==> src/rtl/nic8_pkg.sv <==
// Shared definitions for the nic8 phase sequencer: state codes, halt opcode and bus ownership.
package nic8_pkg;

  typedef enum logic [2:0] {
    STATE_RESET  = 3'd0,
    STATE_FETCH  = 3'd1,
    STATE_EXEC   = 3'd2,
    STATE_HALTED = 3'd3,
    STATE_LOAD   = 3'd4
  } state_e;

  // Plain vector codes so the FSM register stays a simple logic vector.
  localparam logic [2:0] ST_RESET  = STATE_RESET;
  localparam logic [2:0] ST_FETCH  = STATE_FETCH;
  localparam logic [2:0] ST_EXEC   = STATE_EXEC;
  localparam logic [2:0] ST_HALTED = STATE_HALTED;
  localparam logic [2:0] ST_LOAD   = STATE_LOAD;

  localparam logic [7:0] HALT_OPCODE_DFLT = 8'h70;

  typedef enum logic {
    BUS_OWNER_CPU    = 1'b0,
    BUS_OWNER_LOADER = 1'b1
  } bus_owner_e;

  function automatic bus_owner_e bus_owner(input logic [2:0] st);
    return (st == ST_LOAD) ? BUS_OWNER_LOADER : BUS_OWNER_CPU;
  endfunction

endpackage

==> src/rtl/phase_sequencer_if.sv <==
// Control/status bundle between the front-panel/loader logic and the phase sequencer.
interface phase_sequencer_if #(
  parameter int COUNT_W = 16
);
  logic               run;
  logic               stepReq;
  logic [7:0]         ir;
  logic               loadReq;
  logic               loadAck;
  logic               fetchEnBar;
  logic               execEnBar;
  logic               halted;
  logic [COUNT_W-1:0] instrCount;

  modport master (
    output run, stepReq, ir, loadReq,
    input  loadAck, fetchEnBar, execEnBar, halted, instrCount
  );

  modport slave (
    input  run, stepReq, ir, loadReq,
    output loadAck, fetchEnBar, execEnBar, halted, instrCount
  );
endinterface

==> src/rtl/retire_counter.sv <==
// Wrapping retired-instruction counter with synchronous clear and increment enable.
module retire_counter #(
  parameter int COUNT_W = 16
) (
  input  logic               clk,
  input  logic               resetBar,
  input  logic               clr,
  input  logic               inc_en,
  output logic [COUNT_W-1:0] count
);

  logic [COUNT_W-1:0] count_d;
  logic [COUNT_W-1:0] count_q;

  always_comb begin
    count_d = count_q;
    if (clr) begin
      count_d = '0;
    end else if (inc_en) begin
      count_d = count_q + COUNT_W'(1);
    end
  end

  always_ff @(posedge clk) begin
    if (!resetBar) begin
      count_q <= '0;
    end else begin
      count_q <= count_d;
    end
  end

  assign count = count_q;

endmodule

==> src/rtl/phase_sequencer.sv <==
// Two-phase FETCH/EXEC sequencer with run/halt/single-step control and loader bus arbitration.
module phase_sequencer
  import nic8_pkg::*;
#(
  parameter int         COUNT_W     = 16,
  parameter logic [7:0] HALT_OPCODE = HALT_OPCODE_DFLT
) (
  input  logic               clk,
  input  logic               resetBar,
  phase_sequencer_if.slave   bus
);

  logic [2:0]         state_d;
  logic [2:0]         state_q;
  logic               step_lat_d;
  logic               step_lat_q;
  logic [COUNT_W-1:0] count;

  always_comb begin
    state_d    = state_q;
    step_lat_d = step_lat_q;
    case (state_q)
      ST_RESET: begin
        if (bus.loadReq) begin
          state_d = ST_LOAD;
        end else if (bus.run) begin
          state_d = ST_FETCH;
        end else if (bus.stepReq) begin
          state_d    = ST_FETCH;
          step_lat_d = 1'b1;
        end else begin
          state_d = ST_HALTED;
        end
      end
      ST_FETCH: state_d = ST_EXEC;
      ST_EXEC: begin
        // Any step request is consumed at the end of the instruction it started.
        step_lat_d = 1'b0;
        if (bus.loadReq) begin
          state_d = ST_LOAD;
        end else if (bus.ir == HALT_OPCODE) begin
          state_d = ST_HALTED;
        end else if (!bus.run) begin
          state_d = ST_HALTED;
        end else if (step_lat_q) begin
          state_d = ST_HALTED;
        end else begin
          state_d = ST_FETCH;
        end
      end
      ST_HALTED: begin
        if (bus.loadReq) begin
          state_d = ST_LOAD;
        end else if (bus.run) begin
          state_d = ST_FETCH;
        end else if (bus.stepReq) begin
          state_d    = ST_FETCH;
          step_lat_d = 1'b1;
        end
      end
      ST_LOAD: begin
        // Loader release always parks the CPU; resuming needs run or step.
        if (!bus.loadReq) begin
          state_d = ST_HALTED;
        end
      end
      default: begin
        state_d    = ST_RESET;
        step_lat_d = 1'b0;
      end
    endcase
  end

  always_ff @(posedge clk) begin
    if (!resetBar) begin
      state_q    <= ST_RESET;
      step_lat_q <= 1'b0;
    end else begin
      state_q    <= state_d;
      step_lat_q <= step_lat_d;
    end
  end

  retire_counter #(
    .COUNT_W (COUNT_W)
  ) u_retire_counter (
    .clk      (clk),
    .resetBar (resetBar),
    .clr      (1'b0),
    .inc_en   (state_q == ST_EXEC),
    .count    (count)
  );

  assign bus.fetchEnBar = (state_q != ST_FETCH);
  assign bus.execEnBar  = (state_q != ST_EXEC);
  assign bus.halted     = (state_q == ST_HALTED);
  assign bus.loadAck    = (bus_owner(state_q) == BUS_OWNER_LOADER);
  assign bus.instrCount = count;

endmodule

==> src/flat_wrapper.sv <==
// flat-port wrapper written by rule: the top's interface ports become plain ports
module phase_sequencer_flat import nic8_pkg::*;
#(
  parameter int         COUNT_W     = 16,
  parameter logic [7:0] HALT_OPCODE = HALT_OPCODE_DFLT
)
  (clk, resetBar, bus_run, bus_stepReq, bus_ir, bus_loadReq, bus_loadAck, bus_fetchEnBar, bus_execEnBar, bus_halted, bus_instrCount);
  phase_sequencer_if #(.COUNT_W(COUNT_W)) bus_i ();
  input  logic clk;
  input  logic resetBar;
  input wire logic [$bits(bus_i.run)-1:0] bus_run;
  input wire logic [$bits(bus_i.stepReq)-1:0] bus_stepReq;
  input wire logic [$bits(bus_i.ir)-1:0] bus_ir;
  input wire logic [$bits(bus_i.loadReq)-1:0] bus_loadReq;
  output wire logic [$bits(bus_i.loadAck)-1:0] bus_loadAck;
  output wire logic [$bits(bus_i.fetchEnBar)-1:0] bus_fetchEnBar;
  output wire logic [$bits(bus_i.execEnBar)-1:0] bus_execEnBar;
  output wire logic [$bits(bus_i.halted)-1:0] bus_halted;
  output wire logic [$bits(bus_i.instrCount)-1:0] bus_instrCount;
  assign bus_i.run = bus_run;
  assign bus_i.stepReq = bus_stepReq;
  assign bus_i.ir = bus_ir;
  assign bus_i.loadReq = bus_loadReq;
  assign bus_loadAck = bus_i.loadAck;
  assign bus_fetchEnBar = bus_i.fetchEnBar;
  assign bus_execEnBar = bus_i.execEnBar;
  assign bus_halted = bus_i.halted;
  assign bus_instrCount = bus_i.instrCount;
  phase_sequencer #(.COUNT_W(COUNT_W), .HALT_OPCODE(HALT_OPCODE)) u_core (.clk(clk), .resetBar(resetBar), .bus(bus_i));
endmodule
==> config.mk <==
export PLATFORM = sky130hd
export DESIGN_NAME = phase_sequencer_flat
export DESIGN_NICKNAME = d
export VERILOG_FILES = /design/src/rtl/nic8_pkg.sv /design/src/rtl/phase_sequencer_if.sv /design/src/rtl/retire_counter.sv /design/src/rtl/phase_sequencer.sv /design/src/flat_wrapper.sv
export SDC_FILE = /design/constraint.sdc
export NUM_CORES = 1
export LEC_CHECK = 0
export CAP_MARGIN = 20
export CORE_UTILIZATION = 48
export DETAILED_ROUTE_END_ITERATION = 8
export PLACE_DENSITY = 0.87
export SKIP_CTS_REPAIR_TIMING = 1
export SYNTH_ARGS = -nofsm -noshare
export SYNTH_HDL_FRONTEND = slang
export SYNTH_HIERARCHICAL = 1
export SYNTH_SLANG_ARGS = --single-unit
==> constraint.sdc <==
create_clock -name clk -period 3.5 [get_ports clk]
set_input_delay 0.7 -clock clk [delete_from_list [all_inputs] [get_ports clk]]
set_output_delay 0.7 -clock clk [all_outputs]
set_load 0.005 [all_outputs]
==> results.json, run 1 <==
{
  "status": "finished, final reports clean",
  "powerDensity_nw_per_um2": 344.3,
  "place_congestion": 0.6784,
  "cts_buffer_depth": 2,
  "max_freq_mhz": 406.1,
  "netlist.area_leader.share": 0.4000,
  "ys.warnings.count": 6,
  "ir_drop_uv": 201.5,
  "period_share": 0.7035,
  "drtIter0Drc": 19,
  "hold_violations": 0,
  "grt_overflow": 0,
  "antenna_left": 0,
  "hp-class": "reg -> reg",
  "io_pins": 33,
  "drv_cap": 0,
  "synth_area_leaders": "dfxtp_1 (40%), xnor2_1 (8.8%), nor2_1 (6.0%)",
  "fp.dieH_um": 47.67,
  "rows": 16,
  "place_inst": 172,
  "synth_area_per_cell_um2": 8.555,
  "dieArea_um2": 2272,
  "r2r_slack_ns": 1.04,
  "vias": 916,
  "numClockSinks": 20,
  "crit_path_start_kind": "flip-flop",
  "slew_viol_final": 0,
  "dr_wl_met2_mm": 1.156,
  "p_leak_nw": 0.4670,
  "grt_pass1_wl_mm": 3.249,
  "finalSetupViolations": 0,
  "wl_met3_um": 57,
  "initial_utilization": 0.5102,
  "grt.total_usage": 0.2011,
  "viasPerCell": 5.205,
  "syn_inst": 117,
  "post-route-util": 0.7022,
  "cp.arrival_ns": 2.68,
  "post_layout_nonfiller_instances": 176,
  "tns_ns": 0,
  "antenna_cells": 0,
  "cts_buffers": 3,
  "fp.coreArea_um2": 1962,
  "wl_met1_mm": 1.012,
  "slew_headroom": 0.5918,
  "cp_slowest_stage_delay_ns": 0.62,
  "criticalPathCategory": "reg -> reg",
  "clock_latency_ns": 0.31,
  "ys_ff_latch": 20,
  "finalWirelength_mm": 2.226,
  "cts_root_buf": "clkbuf_4",
  "async_flop_share": 0,
  "synth_top_cell_by_area": "dfxtp_1",
  "ys_seq_area_frac": 0.4000,
  "drt-pass1-iter-count": 4,
  "synth_edf_count": 0,
  "timing.hold.ws_ns": 0.4973,
  "port_buffers": 32,
  "crit_family": "simple AND/OR/NAND/NOR gates",
  "htreeDepth": 1,
  "antenna_found_initial": 0,
  "path_cells": "or3b_1 -> inv_1 -> nand4_1 -> nor4_1 -> a31oi_1 -> a41o_1",
  "endpoint_kind": "flip-flop",
  "synth_ff_type": "dfxtp_1",
  "maxUsedRoutingLayer": "met3",
  "syn2layout_area_growth_pct": 37.62,
  "tightest_slew_ns": 0.6123,
  "ys_types": 39,
  "drive_gt1_frac": 0.06711,
  "hpwlAfterDp_mm": 1.582,
  "grt_max_degree": 17,
  "rsz0062_at_grt": "no",
  "cts_tree": "yes",
  "synth_area_um2": 1001,
  "cp.required_ns": 3.72,
  "layout_common_cells": "clkdlybuf4s50_1 (32), dfxtp_1 (20), nor2_1 (16)",
  "grt_pass1_vias": 782,
  "nNetsFinal": 164,
  "clock_skew_ns": 0.01347,
  "p_total_w": 0.0004742,
  "crit_slowest_cell": "nor4_1",
  "path_clk_slew_ns": 0.13,
  "crit_fanout": 9,
  "routedWlPerCell_um": 12.65,
  "period_needed_ns": 2.462,
  "die_x_um": 47.67,
  "final_common_cell": "clkdlybuf4s50_1",
  "drc": 0,
  "crit_buf_inv": 1
}
==> path summary, 6_finish.rpt <==
path / startpoint / cells past startpoint / end
setup / recovery: u_core/state_q[1]$_SDFFE_PN0P_ / 6 / u_core/u_retire_counter/count[13]$_SDFFE_PP0P_
hold / removal: u_core/u_retire_counter/count[15]$_SDFFE_PP0P_ / 2 / u_core/u_retire_counter/count[15]$_SDFFE_PP0P_
setup reg to reg: u_core/state_q[1]$_SDFFE_PN0P_ / 6 / u_core/u_retire_counter/count[13]$_SDFFE_PP0P_
hold reg to reg: u_core/u_retire_counter/count[15]$_SDFFE_PP0P_ / 2 / u_core/u_retire_counter/count[15]$_SDFFE_PP0P_
==> report_power, final <==
group / total (W) / internal (W) / switching, W
Clock: 0.000192 / 0.000116 / 0.0000759
Combinational: 0.0000449 / 0.0000279 / 0.0000170
Sequential: 0.000238 / 0.000231 / 0.00000652
==> registers in the layout (all words and copies together), names as in the netlist <==
| name | count |
|---|---|
| u_core/u_retire_counter/count | 16 |
| u_core/step_lat_q | 1 |
| u_core/state_q | 3 |
==> metal layers <==
metal | vias up | track usage
met5 | - | 0
met4 | 0 | 0.06667
met3 | 0 | 0.02264
met2 | 15 | 0.3863
met1 | 432 | 0.2283
li1 | 469 | -
==> Yosys cell counts (2+ instances only) <==
master,n
dfxtp_1,20
nor3b_1,3
clkbuf_1,3
mux2i_1,2
inv_1,6
buf_6,2
a21oi_1,4
nor3_1,6
nand2_1,9
xnor2_1,10
nand3_1,3
nor2b_1,2
o21ai_0,3
nor2_1,16
nor4_1,4
==> tightest hold or removal path: stages, from the launching register on <==
cell and delay (ns):
dfxtp_1 0.34, o31ai_1 0.07, a21oi_1 0.05
==> per-stage QoR <==
stage / cell area (um2) / setup WS [ns]
5_1_grt: 1378 / 0.8235
6_report: 1378 / 1.038
3_5_place_dp: 1325 / 1.071
4_1_cts: 1378 / 1.044
3_3_place_gp: 1325 / 1.230
2_1_floorplan: 1005 / 1.333
==> final cells by class <==
| type | instances | area (um2) |
|---|---|---|
| clock inverter | 1 | 30.03 |
| sequential | 20 | 400.4 |
| clock buffer | 3 | 22.52 |
| multi-input combinational | 87 | 548.0 |
| inverter | 6 | 22.52 |
| tap | 27 | 33.78 |
| timing repair buffer | 32 | 320.3 |
| fill | 170 | 584.3 |
==> kinds of logic (layout without fill, tap and decap cells) <==
logic type	count (synthesis)	after routing	share of synthesized area
other	1	2	0.003746
AOI/OAI and AO/OA	16	16	0.1050
buffers and inverters	11	42	0.05625
xor gates and xnor gates	11	11	0.09625
and+or+nand+nor	54	54	0.2950
adders and majority gates	1	1	0.01250
DFF	20	20	0.4000
muxes	3	3	0.03125
Note: power is estimated with default switching activity, not from simulation.
==> run 2, diff against run 1 <==
--- a/config.mk
+++ b/config.mk
@@ -6,9 +6,9 @@
 export NUM_CORES = 1
 export LEC_CHECK = 0
 export CAP_MARGIN = 20
-export CORE_UTILIZATION = 48
+export CORE_UTILIZATION = 44
 export DETAILED_ROUTE_END_ITERATION = 8
-export PLACE_DENSITY = 0.87
+export PLACE_DENSITY = 0.81
 export SKIP_CTS_REPAIR_TIMING = 1
 export SYNTH_ARGS = -nofsm -noshare
 export SYNTH_HDL_FRONTEND = slang
==> constraint.sdc (replaced) <==
create_clock -name clk -period 2.56 [get_ports clk]
set_input_delay 0.512 -clock clk [delete_from_list [all_inputs] [get_ports clk]]
set_output_delay 0.512 -clock clk [all_outputs]
set_load 0.005 [all_outputs]
==> run 2 against run 1 <==
Global-route usage grew 0.36 points. Non-clock buffer count grew 2. Clock skew shrank 0.012 ns. Largest power group unchanged. First-iteration DRC count grew 5.3%. Final cell count grew 1.1%. Final area grew 1.1%. Count of clock-buffer cells in the layout is the same. Power grew 36%. Worst setup slack lost 0.66 ns. Sequential power grew 36%.
==> results.json, run 2 (same netlist as run 1, synthesis figures left out) <==
{
  "status": "finished, final reports clean",
  "crit_fanout": 9,
  "fp.dieH_um": 49.70,
  "power_frac_clock": 0.400,
  "grt_overflow": 0,
  "antenna_left": 0,
  "hp-class": "reg -> reg",
  "powerDensity_nw_per_um2": 462.4,
  "drc": 0,
  "clock_skew_ns": 0.001667,
  "die_x_um": 49.70,
  "grt_pass1_wl_mm": 3.919,
  "syn2layout_area_growth_pct": 39.13,
  "max_freq_mhz": 458.2,
  "grt_max_degree": 13,
  "rsz0062_at_grt": "no",
  "rows": 16,
  "io_pins": 33,
  "ir_drop_uv": 383.9,
  "hold_violations": 0,
  "numClockSinks": 20,
  "endpoint_kind": "primary output",
  "sequentialPowerShare": 0.504,
  "tightest_slew_ns": 0.5641,
  "period_share": 0.8525,
  "port_buffers": 32,
  "cp.arrival_ns": 1.67,
  "p_int_w": 0.0005133,
  "slew_headroom": 0.6205,
  "finalWirelength_mm": 2.209,
  "timing.hold.ws_ns": 0.5151,
  "drv_cap": 0,
  "cts_root_buf": "clkbuf_4",
  "viasPerCell": 5.107,
  "multi_input_area_um2": 548.0,
  "crit_path_start_kind": "flip-flop",
  "routedWlPerCell_um": 12.41,
  "cp.required_ns": 2.05,
  "cts_buffer_depth": 2,
  "p_comb_frac": 0.096,
  "antenna_found_initial": 0,
  "cts_tree": "yes",
  "period_needed_ns": 2.182,
  "slew_viol_final": 0,
  "cts_buffers": 3,
  "p_leak_nw": 0.4757,
  "largest_register_ffs": 16,
  "initial_utilization": 0.4902,
  "htreeDepth": 1,
  "nFillCells": 178,
  "nNetsFinal": 166,
  "final_common_cell": "clkdlybuf4s50_1",
  "vias": 909,
  "criticalPathCategory": "reg -> out",
  "finalSetupViolations": 0,
  "grt.total_usage": 0.2046,
  "place_congestion": 0.7651,
  "tns_ns": 0,
  "grt_pass1_vias": 911,
  "drt-pass1-iter-count": 4,
  "p_switching_w": 0.0001306,
  "fp.coreArea_um2": 2042,
  "hpwlAfterDp_mm": 1.693,
  "drive_gt1_frac": 0.07947,
  "drtIter0Drc": 20,
  "path_clk_slew_ns": 0.11,
  "p_sw_frac": 0.2028,
  "antenna_cells": 0,
  "clock_latency_ns": 0.30,
  "dieArea_um2": 2470,
  "layout_common_cells": "clkdlybuf4s50_1 (32), dfxtp_1 (20), nor2_1 (16)",
  "seqCellArea_um2": 400.4
}
[run 2: changes by cell type in the layout (fill, tap and decap cells not counted), sizes merged]
cell,before,now
buf,0,2
[run 2: power groups by stage]
stage | Sequential [W] | Combinational, W | Clock (W)
CTS | 0.000324 | 0.0000620 | 0.000264
global placement | 0.000330 | 0.0000606 | 0
global route | 0.000326 | 0.0000681 | 0.000279
finish | 0.000324 | 0.0000619 | 0.000258
detailed placement | 0.000331 | 0.0000618 | 0
floorplan | 0.000325 | 0.0000391 | 0
[run 2: final timing paths]
kind,from,endpoint,slack (ns),cells past startpoint
worst min register to register,u_core/u_retire_counter/count[14]$_SDFFE_PP0P_,u_core/u_retire_counter/count[14]$_SDFFE_PP0P_,0.52,2
worst max-delay path,u_core/state_q[2]$_SDFFE_PN0P_,bus_loadAck,0.38,2
worst max register to register,u_core/state_q[1]$_SDFFE_PN0P_,u_core/u_retire_counter/count[13]$_SDFFE_PP0P_,0.39,6
worst min-delay path,u_core/u_retire_counter/count[14]$_SDFFE_PP0P_,u_core/u_retire_counter/count[14]$_SDFFE_PP0P_,0.52,2
[run 2: final cells by class]
type	count	share of cell area
repair buffers	34	0.2408
flip-flops and latches	20	0.2875
multi-input cells	87	0.3935
inverters	6	0.01617
clock inverters	1	0.02156
clock buffers	3	0.01617
well taps	27	0.02426
[run 2: per-layer routing]
metal | up-vias | routed length (um) | GRT usage
met5 | - | 0 | 0
met4 | 0 | 0 | 0.04286
met3 | 0 | 55 | 0.03704
met2 | 16 | 1056 | 0.3356
met1 | 419 | 1096 | 0.2779
li1 | 474 | - | -
[run 2: worst max-delay path: stages, from the launching register on]
cell	delay (ns)
dfxtp_1	0.48
nor3b_1	0.33
clkdlybuf4s50_1	0.56
[run 2: metrics by stage]
step | cell area (um2) | total power, W | utilization | worst slack (ns) | cells
floorplan | 1005 | 0.0003639 | - | 0.3929 | 118
global placement | 1340 | 0.0003911 | 0.6563 | 0.5213 | 174
detailed placement | 1340 | 0.0003931 | 0.6563 | 0.4160 | 174
CTS | 1393 | 0.0006499 | 0.6820 | 0.3516 | 178
global route | 1393 | 0.0006726 | 0.6820 | 0.2155 | 178
finish | 1393 | 0.0006439 | 0.6820 | 0.3777 | 178
==> run 3, diff against run 2 <==
--- a/config.mk
+++ b/config.mk
@@ -6,11 +6,10 @@
 export NUM_CORES = 1
 export LEC_CHECK = 0
 export CAP_MARGIN = 20
-export CORE_UTILIZATION = 44
+export CORE_UTILIZATION = 45
 export DETAILED_ROUTE_END_ITERATION = 8
-export PLACE_DENSITY = 0.81
+export PLACE_DENSITY = 0.82
 export SKIP_CTS_REPAIR_TIMING = 1
 export SYNTH_ARGS = -nofsm -noshare
 export SYNTH_HDL_FRONTEND = slang
-export SYNTH_HIERARCHICAL = 1
 export SYNTH_SLANG_ARGS = --single-unit
==> run 3 against run 2 <==
Global-route usage is 1.0 points lower. Wire length decreased by 2.1%. Critical path depth did not move. Final area decreased by 0.81%. Register-to-register slack better by 0.16 ns. Worst setup slack got worse by 0.21 ns. Synthesized cell count shrank 1.7%. Core utilization down 5.1 points. Area after synthesis rose by 3.5%. First-iteration DRC count down 75%. Critical path type unchanged.
==> results.json, run 3 <==
{
  "finalSetupViolations": 0,
  "multi_input_area_um2": 561.8,
  "cts_tree": "yes",
  "slew_headroom": 0.7113,
  "slew_viol_final": 0,
  "cts_buffers": 3,
  "path_clk_slew_ns": 0.12,
  "cp.required_ns": 2.05,
  "ys_ff_latch": 20,
  "grt_overflow": 0,
  "post-route-util": 0.6305,
  "viasPerCell": 5.327,
  "synth_compound_area_frac": 0.07609,
  "drv_cap": 0,
  "reg2reg_depth": 4,
  "antenna_left": 0,
  "min_to": "u_core.u_retire_counter.count[15]$_SDFFE_PN0N_",
  "synthAdderAreaFrac": 0.01208,
  "hp-start": "u_core.u_retire_counter.count[15]$_SDFFE_PN0N_",
  "io_pins": 33,
  "synthXorXnorAreaFrac": 0.09300,
  "vias": 911,
  "tns_ns": 0,
  "cp.arrival_ns": 1.88,
  "ys.warnings.count": 0,
  "place_congestion": 0.8041,
  "netlist.area_leader.share": 0.3865,
  "min_delay_path_depth": 2,
  "ys_seq_area_frac": 0.3865,
  "layout_common_cells": "clkdlybuf4s50_1 (32), dfxtp_1 (20), nor2_1 (15)",
  "p_leak_nw": 0.4941,
  "syn_inst": 115,
  "grt_pass1_vias": 860,
  "period_share": 0.9361,
  "worstReg2RegEnd": "u_core.u_retire_counter.count[13]$_SDFFE_PN0N_",
  "hp-class": "reg -> reg",
  "async_flop_share": 0,
  "pre_cts_slack_ns": 0.4872,
  "post_layout_nonfiller_instances": 171,
  "synth_fp_nets": 129,
  "finalWirelength_mm": 2.162,
  "hold_violations": 0,
  "synth_top_cell_by_area": "dfxtp_1",
  "seqCellArea_um2": 400.4,
  "drive_gt1_frac": 0.06993,
  "antenna_found_initial": 0,
  "p_comb_frac": 0.104,
  "synth_top_family_by_area": "simple AND/OR/NAND/NOR gates",
  "grt_pass1_wl_mm": 3.712,
  "dieArea_um2": 2498,
  "rows": 17,
  "die_x_um": 49.98,
  "power_frac_clock": 0.391,
  "drc": 0,
  "crit_fanout": 10,
  "period_needed_ns": 2.396,
  "final_common_cell": "clkdlybuf4s50_1",
  "ir_drop_uv": 361.9,
  "cts_root_buf": "clkbuf_4",
  "drtIter0Drc": 5,
  "synth_area_um2": 1036,
  "synth_commonest_cells": "dfxtp_1 (20), nor2_1 (15), nand2_1 (10), xnor2_1 (7), nand4_1 (6)",
  "numClockSinks": 20,
  "criticalPathCategory": "reg -> out",
  "timing.rr.start": "u_core.state_q[1]$_SDFFE_PN0P_",
  "ys_types": 37,
  "nNetsFinal": 158,
  "sequentialPowerShare": 0.505,
  "rsz0062_at_grt": "no",
  "fp.dieH_um": 49.98,
  "crit_path_start_kind": "flip-flop",
  "syn2layout_area_growth_pct": 33.33,
  "synth.area.mux_share": 0.04831,
  "port_buffers": 32,
  "initial_utilization": 0.4729,
  "clock_skew_ns": 0.01268,
  "antenna_cells": 0,
  "status": "finished, final reports clean",
  "hpwlAfterDp_mm": 1.624,
  "synth_area_leaders": "dfxtp_1 (39%), xnor2_1 (5.9%), nor2_1 (5.4%)",
  "routedWlPerCell_um": 12.64,
  "synth_edf_count": 0,
  "p_switching_w": 0.0001321,
  "p_int_w": 0.0005180,
  "place_inst": 167,
  "grt.total_usage": 0.1942,
  "synth_most_common_cell": "dfxtp_1",
  "synth_area_per_cell_um2": 9.009,
  "p_sw_frac": 0.2032,
  "fp.coreArea_um2": 2191,
  "drt-pass1-iter-count": 3,
  "nFillCells": 190,
  "powerDensity_nw_per_um2": 470.7,
  "largest_register_ffs": 16,
  "tightest_slew_ns": 0.4291,
  "cts_buffer_depth": 2,
  "fin_ws_ns": 0.1636,
  "synth_ff_type": "dfxtp_1",
  "htreeDepth": 1,
  "clock_latency_ns": 0.30,
  "yosys.area_share.simple": 0.3128,
  "endpoint_kind": "primary output",
  "max_freq_mhz": 417.3,
  "r2r_slack_ns": 0.55,
  "grt_max_degree": 14
}
run 3: worst max-delay path, stage by stage, from the launching register on:
cell and delay [ns]:
dfxtp_1 0.51, or3b_1 0.57, clkdlybuf4s50_1 0.52
run 3: area by class of cell:
| class | instances | area share |
|---|---|---|
| multi-input cells | 84 | 0.4067 |
| well taps | 28 | 0.02536 |
| repair buffers | 32 | 0.2319 |
| clock buffers | 3 | 0.01630 |
| clock inverters | 1 | 0.02174 |
| flip-flops and latches | 20 | 0.2899 |
| inverters | 3 | 0.008152 |
run 3: through the flow:
stage	total power [W]	hold WS (ns)	cell area [um2]
after global routing	0.0006836	0.5022	1381
after CTS	0.0006588	0.4920	1381
after floorplan	0.0003763	0.4623	1036
after global placement	0.0004017	0.4547	1329
after detailed placement	0.0004033	0.4744	1329
final	0.0006501	0.4867	1381
run 3: worst max path at each step:
stage                                         from                                             end  slack [ns]  cells after the start
floorplan           u_core.state_q[2]$_SDFFE_PN0P_  u_core.u_retire_counter.count[15]$_SDFFE_PN0N_        0.83                      6
global placement    u_core.state_q[1]$_SDFFE_PN0P_                                   bus_execEnBar        0.52                      2
detailed placement  u_core.state_q[1]$_SDFFE_PN0P_                                   bus_execEnBar        0.49                      2
CTS                 u_core.state_q[1]$_SDFFE_PN0P_                                   bus_execEnBar        0.14                      2
global route        u_core.state_q[1]$_SDFFE_PN0P_                                   bus_execEnBar        0.04                      2
finish              u_core.state_q[1]$_SDFFE_PN0P_                                   bus_execEnBar        0.16                      2
run 3: power groups by stage:
stage / clock network, W / logic, W / registers (W)
after floorplan: 0 / 0.0000488 / 0.000328
after global placement: 0 / 0.0000671 / 0.000335
after detailed placement: 0 / 0.0000678 / 0.000336
after CTS: 0.000262 / 0.0000683 / 0.000328
after global routing: 0.000279 / 0.0000745 / 0.000330
final: 0.000254 / 0.0000676 / 0.000328
run 3: routing by layer:
metal | vias up | part of all wire | global-route usage
li1 | 463 | - | -
met1 | 417 | 0.46 | 0.2266
met2 | 23 | 0.48 | 0.3222
met3 | 8 | 0.032 | 0.04321
met4 | 0 | 0.026 | 0.1095
met5 | - | 0 | 0
run 3: cells by family (layout without fill, tap and decap cells):
| group | count (synthesis) | in the layout |
|---|---|---|
| adder cells (fa/ha/maj) | 1 | 1 |
| buffers and inverters | 11 | 39 |
| XOR/XNOR | 11 | 11 |
| AND/OR/NAND/NOR | 58 | 58 |
| flip-flops | 20 | 20 |
| AO/OA/AOI/OAI | 9 | 9 |
| multiplexers | 5 | 5 |
==> variant 1: new RTL, settings of run 2 <==
`COUNT_W` is set to 16 in 4 places; all go to 18.
--- a/src/rtl/phase_sequencer_if.sv
+++ b/src/rtl/phase_sequencer_if.sv
@@ -2,3 +2,3 @@
 interface phase_sequencer_if #(
-  parameter int COUNT_W = 16
+  parameter int COUNT_W = 18
 );
--- a/src/rtl/retire_counter.sv
+++ b/src/rtl/retire_counter.sv
@@ -2,3 +2,3 @@
 module retire_counter #(
-  parameter int COUNT_W = 16
+  parameter int COUNT_W = 18
 ) (
--- a/src/rtl/phase_sequencer.sv
+++ b/src/rtl/phase_sequencer.sv
@@ -4,3 +4,3 @@
 #(
-  parameter int         COUNT_W     = 16,
+  parameter int         COUNT_W     = 18,
   parameter logic [7:0] HALT_OPCODE = HALT_OPCODE_DFLT
--- a/src/flat_wrapper.sv
+++ b/src/flat_wrapper.sv
@@ -3,3 +3,3 @@
 #(
-  parameter int         COUNT_W     = 16,
+  parameter int         COUNT_W     = 18,
   parameter logic [7:0] HALT_OPCODE = HALT_OPCODE_DFLT
Interface: changed (resized bus_instrCount); port bits go from 33 to 35. No check against the original RTL was run, so the function may have changed too.
==> variant 1 against run 2 <==
Sequential cell count increased by 2; combinational power decreased by 4.7%; critical endpoint is now u_core/u_retire_counter/count[17]; total power decreased by 5.4%; via count increased by 8.8%; routed wire length increased by 5.0%; worst setup slack got worse by 0.16 ns; synthesized area increased by 8.8%; final area increased by 5.3%; highest routed layer unchanged.
==> variant 1: results (changes against run 2) <==
- Outcome: finished, final reports clean
- #MultiIn Comb: 92 (+5.7%)
- Data buffer area share: 0.232 (-0.00871)
- Synth cell types: 38 (-2.6%)
- Sequential element share of the synthesized area: 0.405 (+0.00460)
- Detailed Place HPWL: 1730 um (+2.3%)
- GRT Total Usage: 0.201 (-0.00354)
- 1st-iter DRT viols: 17 (-15%)
- DIE AREA: 2680 um2 (+8.4%)
- Multi-input combinational area share: 0.406 (+0.0126)
- Fin Clk Skew: 0.00363 ns (+0.00197 ns)
- Synth Instances: 124 (+6.0%)
- Nets: 172 (+3.6%)
- Inst Count DP: 181 (+4.0%)
- Routed wire per std cell: 12.5 um (+1.0%)
- Number of global-route vias before repair: 925 (+1.5%)
- Post-Route Utilization: 0.644 (-0.0377)
- Clock-cell share: 0.0247 (-0.0130)
- DR vias/cell: 5.35 (+4.7%)
- Share of cells above drive strength 1: 0.0510 (-0.0285)
- Filler Cells Inserted: 188 (+5.6%)
- Max-slew headroom: 0.586 (-0.0350)
- Fraction of area in registers: 0.300 (+0.0128)
- Clock buffer cells: 4 (+1)
- Peak supply drop: 0.416 mV (+8.4%)
## variant 1: logic make-up after synthesis
group	Yosys count	synth area share
XOR/XNOR	13	0.105
multiplexers	3	0.0287
adder cells (fa/ha/maj)	1	0.0115
AND/OR/NAND/NOR	58	0.312
other	1	0.00344
buffers and inverters	10	0.0483
flip-flops	22	0.405
AO/OA/AOI/OAI	16	0.0874
## variant 1: layer usage
metal	track usage	vias up	share of wire
li1	-	505	-
met1	0.244	462	0.47
met2	0.351	22	0.48
met3	0.0673	0	0.048
met4	0.0270	0	0
met5	0	-	0
## variant 1: critical path, stage by stage, from the launching register on
cell and delay (ns):
dfxtp_1 0.51, or3b_1 0.40, inv_1 0.18, nand3_1 0.18, or3_4 0.45, or4_1 0.41, a21oi_1 0.15
## variant 1: final timing paths
kind                                startpoint                                end  slack (ns)  cells after the start
min          u_core/u_retire_counter/count[17]  u_core/u_retire_counter/count[17]        0.50                      2
max reg2reg                  u_core/state_q[1]  u_core/u_retire_counter/count[17]        0.22                      6
min reg2reg  u_core/u_retire_counter/count[17]  u_core/u_retire_counter/count[17]        0.50                      2
max                          u_core/state_q[1]  u_core/u_retire_counter/count[17]        0.22                      6
## variant 1: through the flow
step | worst slack [ns] | total power, mW
2_1_floorplan | 0.413 | 0.395
3_3_place_gp | 0.368 | 0.421
3_5_place_dp | 0.273 | 0.423
4_1_cts | 0.242 | 0.615
5_1_grt | 0.0784 | 0.639
6_report | 0.217 | 0.609
## variant 1: where the power goes
part           internal (mW)  switching [mW]  total [mW]
Combinational         0.0375          0.0215      0.0590
Sequential             0.347         0.00886       0.356
Clock                 0.0868           0.107       0.194
==> variant 2: new RTL, settings of run 2 <==
Made on the original files. Make the reset (`resetBar`) asynchronous in 2 clocked blocks.
--- a/src/rtl/retire_counter.sv
+++ b/src/rtl/retire_counter.sv
@@ -23,3 +23,3 @@
 
-  always_ff @(posedge clk) begin
+  always_ff @(posedge clk or negedge resetBar) begin
     if (!resetBar) begin
--- a/src/rtl/phase_sequencer.sv
+++ b/src/rtl/phase_sequencer.sv
@@ -73,3 +73,3 @@
 
-  always_ff @(posedge clk) begin
+  always_ff @(posedge clk or negedge resetBar) begin
     if (!resetBar) begin
Behaviour: differs if resetBar is asserted again (counterexample within 4 cycles, from zero or initial values and one cycle with resetBar low); with resetBar held inactive, the same outputs for 10 cycles.
==> variant 2 against run 2 <==
Global-route usage fell by 1.9 points; highest routed layer is now met4; non-clock buffer count is 1 lower; worst setup slack worse by 0.035 ns; sequential cell count unchanged; first-iteration DRC count is 85% lower; maximum frequency is 1.6% lower; final area up 7.5%; synthesized area rose by 14%; routed wire length increased by 3.2%.
Power is not compared: it rests on default switching activity, and its combinational part moved more than twofold at a synthesized area within 25%.
==> variant 2: results (changes against run 2) <==
- Asr flop ratio synth: 1.00 (+1.00)
- Fin Clk Skew: 0.00225 ns (+0.000585 ns)
- Nets: 160 (-3.6%)
- Crit path largest cell delay: 0.46 ns (-0.10 ns)
- Total routed wirelength: 2280 um (+3.2%)
- Data buffer area share: 0.219 (-0.0219)
- Main synth FF type: dfrtp_1
- First-pass GRT wire length: 3630 um (-7.4%)
- Reg-to-Reg End: u_core/u_retire_counter/count[15]
- Clock buffer cells: 4 (+1)
- DIE AREA: 2790 um2 (+13%)
- GRT Total Usage: 0.185 (-0.0194)
- Clock-cell share: 0.0242 (-0.0135)
- Wl on met1: 1000 um (-8.5%)
- Worst hold path class: in -> async
- Metal2 WL: 1110 um (+5.2%)
- DR vias/cell: 5.45 (+6.6%)
- Worst Tran Pin Value: 0.522 ns (-0.0418 ns)
- Detailed Place HPWL: 1680 um (-0.51%)
- Met2 Use GR: 0.310 (-0.0255)
- WL met3: 121 um (+120%)
- Outcome: finished, final reports clean
- Largest net degree at the start of global routing: 21 (+8)
- M1 GR Usage: 0.215 (-0.0624)
- R2R Setup Slk: 0.51 ns (+0.12 ns)
- Worst R2R Path Depth: 7 (+1)
- Worst flop-to-flop path startpoint: u_core/state_q[1]
- Share of cells above drive strength 1: 0.110 (+0.0309)
- Critical path arrival: 1.71 ns (+0.04 ns)
## variant 2: kinds of logic (layout without fill, tap and decap cells)
family                     after synthesis  in the layout  share of synthesized area
other                                    1              1                    0.00330
xor gates and xnor gates                11             11                     0.0847
and+or+nand+nor                         50             50                      0.275
muxes                                    3              3                     0.0319
adders and majority gates                1              1                     0.0110
AOI/OAI and AO/OA                       15             15                     0.0946
buffers and inverters                   12             44                     0.0594
DFF                                     20             20                      0.440
## variant 2: metrics by stage
step	total power [mW]	instances	hold slack, ns
after floorplan	0.515	113	0.216
after detailed placement	0.603	171	0.570
after global placement	0.589	171	0.551
after global routing	0.826	175	0.548
final	0.784	175	0.528
after CTS	0.797	175	0.519
## variant 2: worst max-delay path by stage
stage | startpoint | to | slack, ns | cells past startpoint
final | u_core/state_q[2] | bus_fetchEnBar | 0.34 | 4
after global routing | u_core/state_q[2] | bus_fetchEnBar | 0.25 | 4
after CTS | u_core/state_q[2] | bus_fetchEnBar | 0.33 | 4
after detailed placement | u_core/state_q[1] | u_core/u_retire_counter/count[15] | 0.53 | 7
after global placement | u_core/state_q[0] | u_core/u_retire_counter/count[15] | 0.61 | 7
after floorplan | u_core/state_q[0] | u_core/u_retire_counter/count[15] | 0.69 | 8
## variant 2: worst reg2reg max path: stages (launching register included)
cell and delay [ns]:
dfrtp_1 0.53, nand2b_1 0.11, nand2b_1 0.16, inv_1 0.22, o211ai_4 0.17, nor3_2 0.22
nor3b_2 0.22, mux2_4 0.32
## variant 2: power by group
group          internal (mW)  total (mW)  switching [mW]
sequential             0.345       0.397          0.0523
clock                 0.0869       0.186          0.0996
combinational          0.113       0.200          0.0869
total                  0.545       0.784           0.239
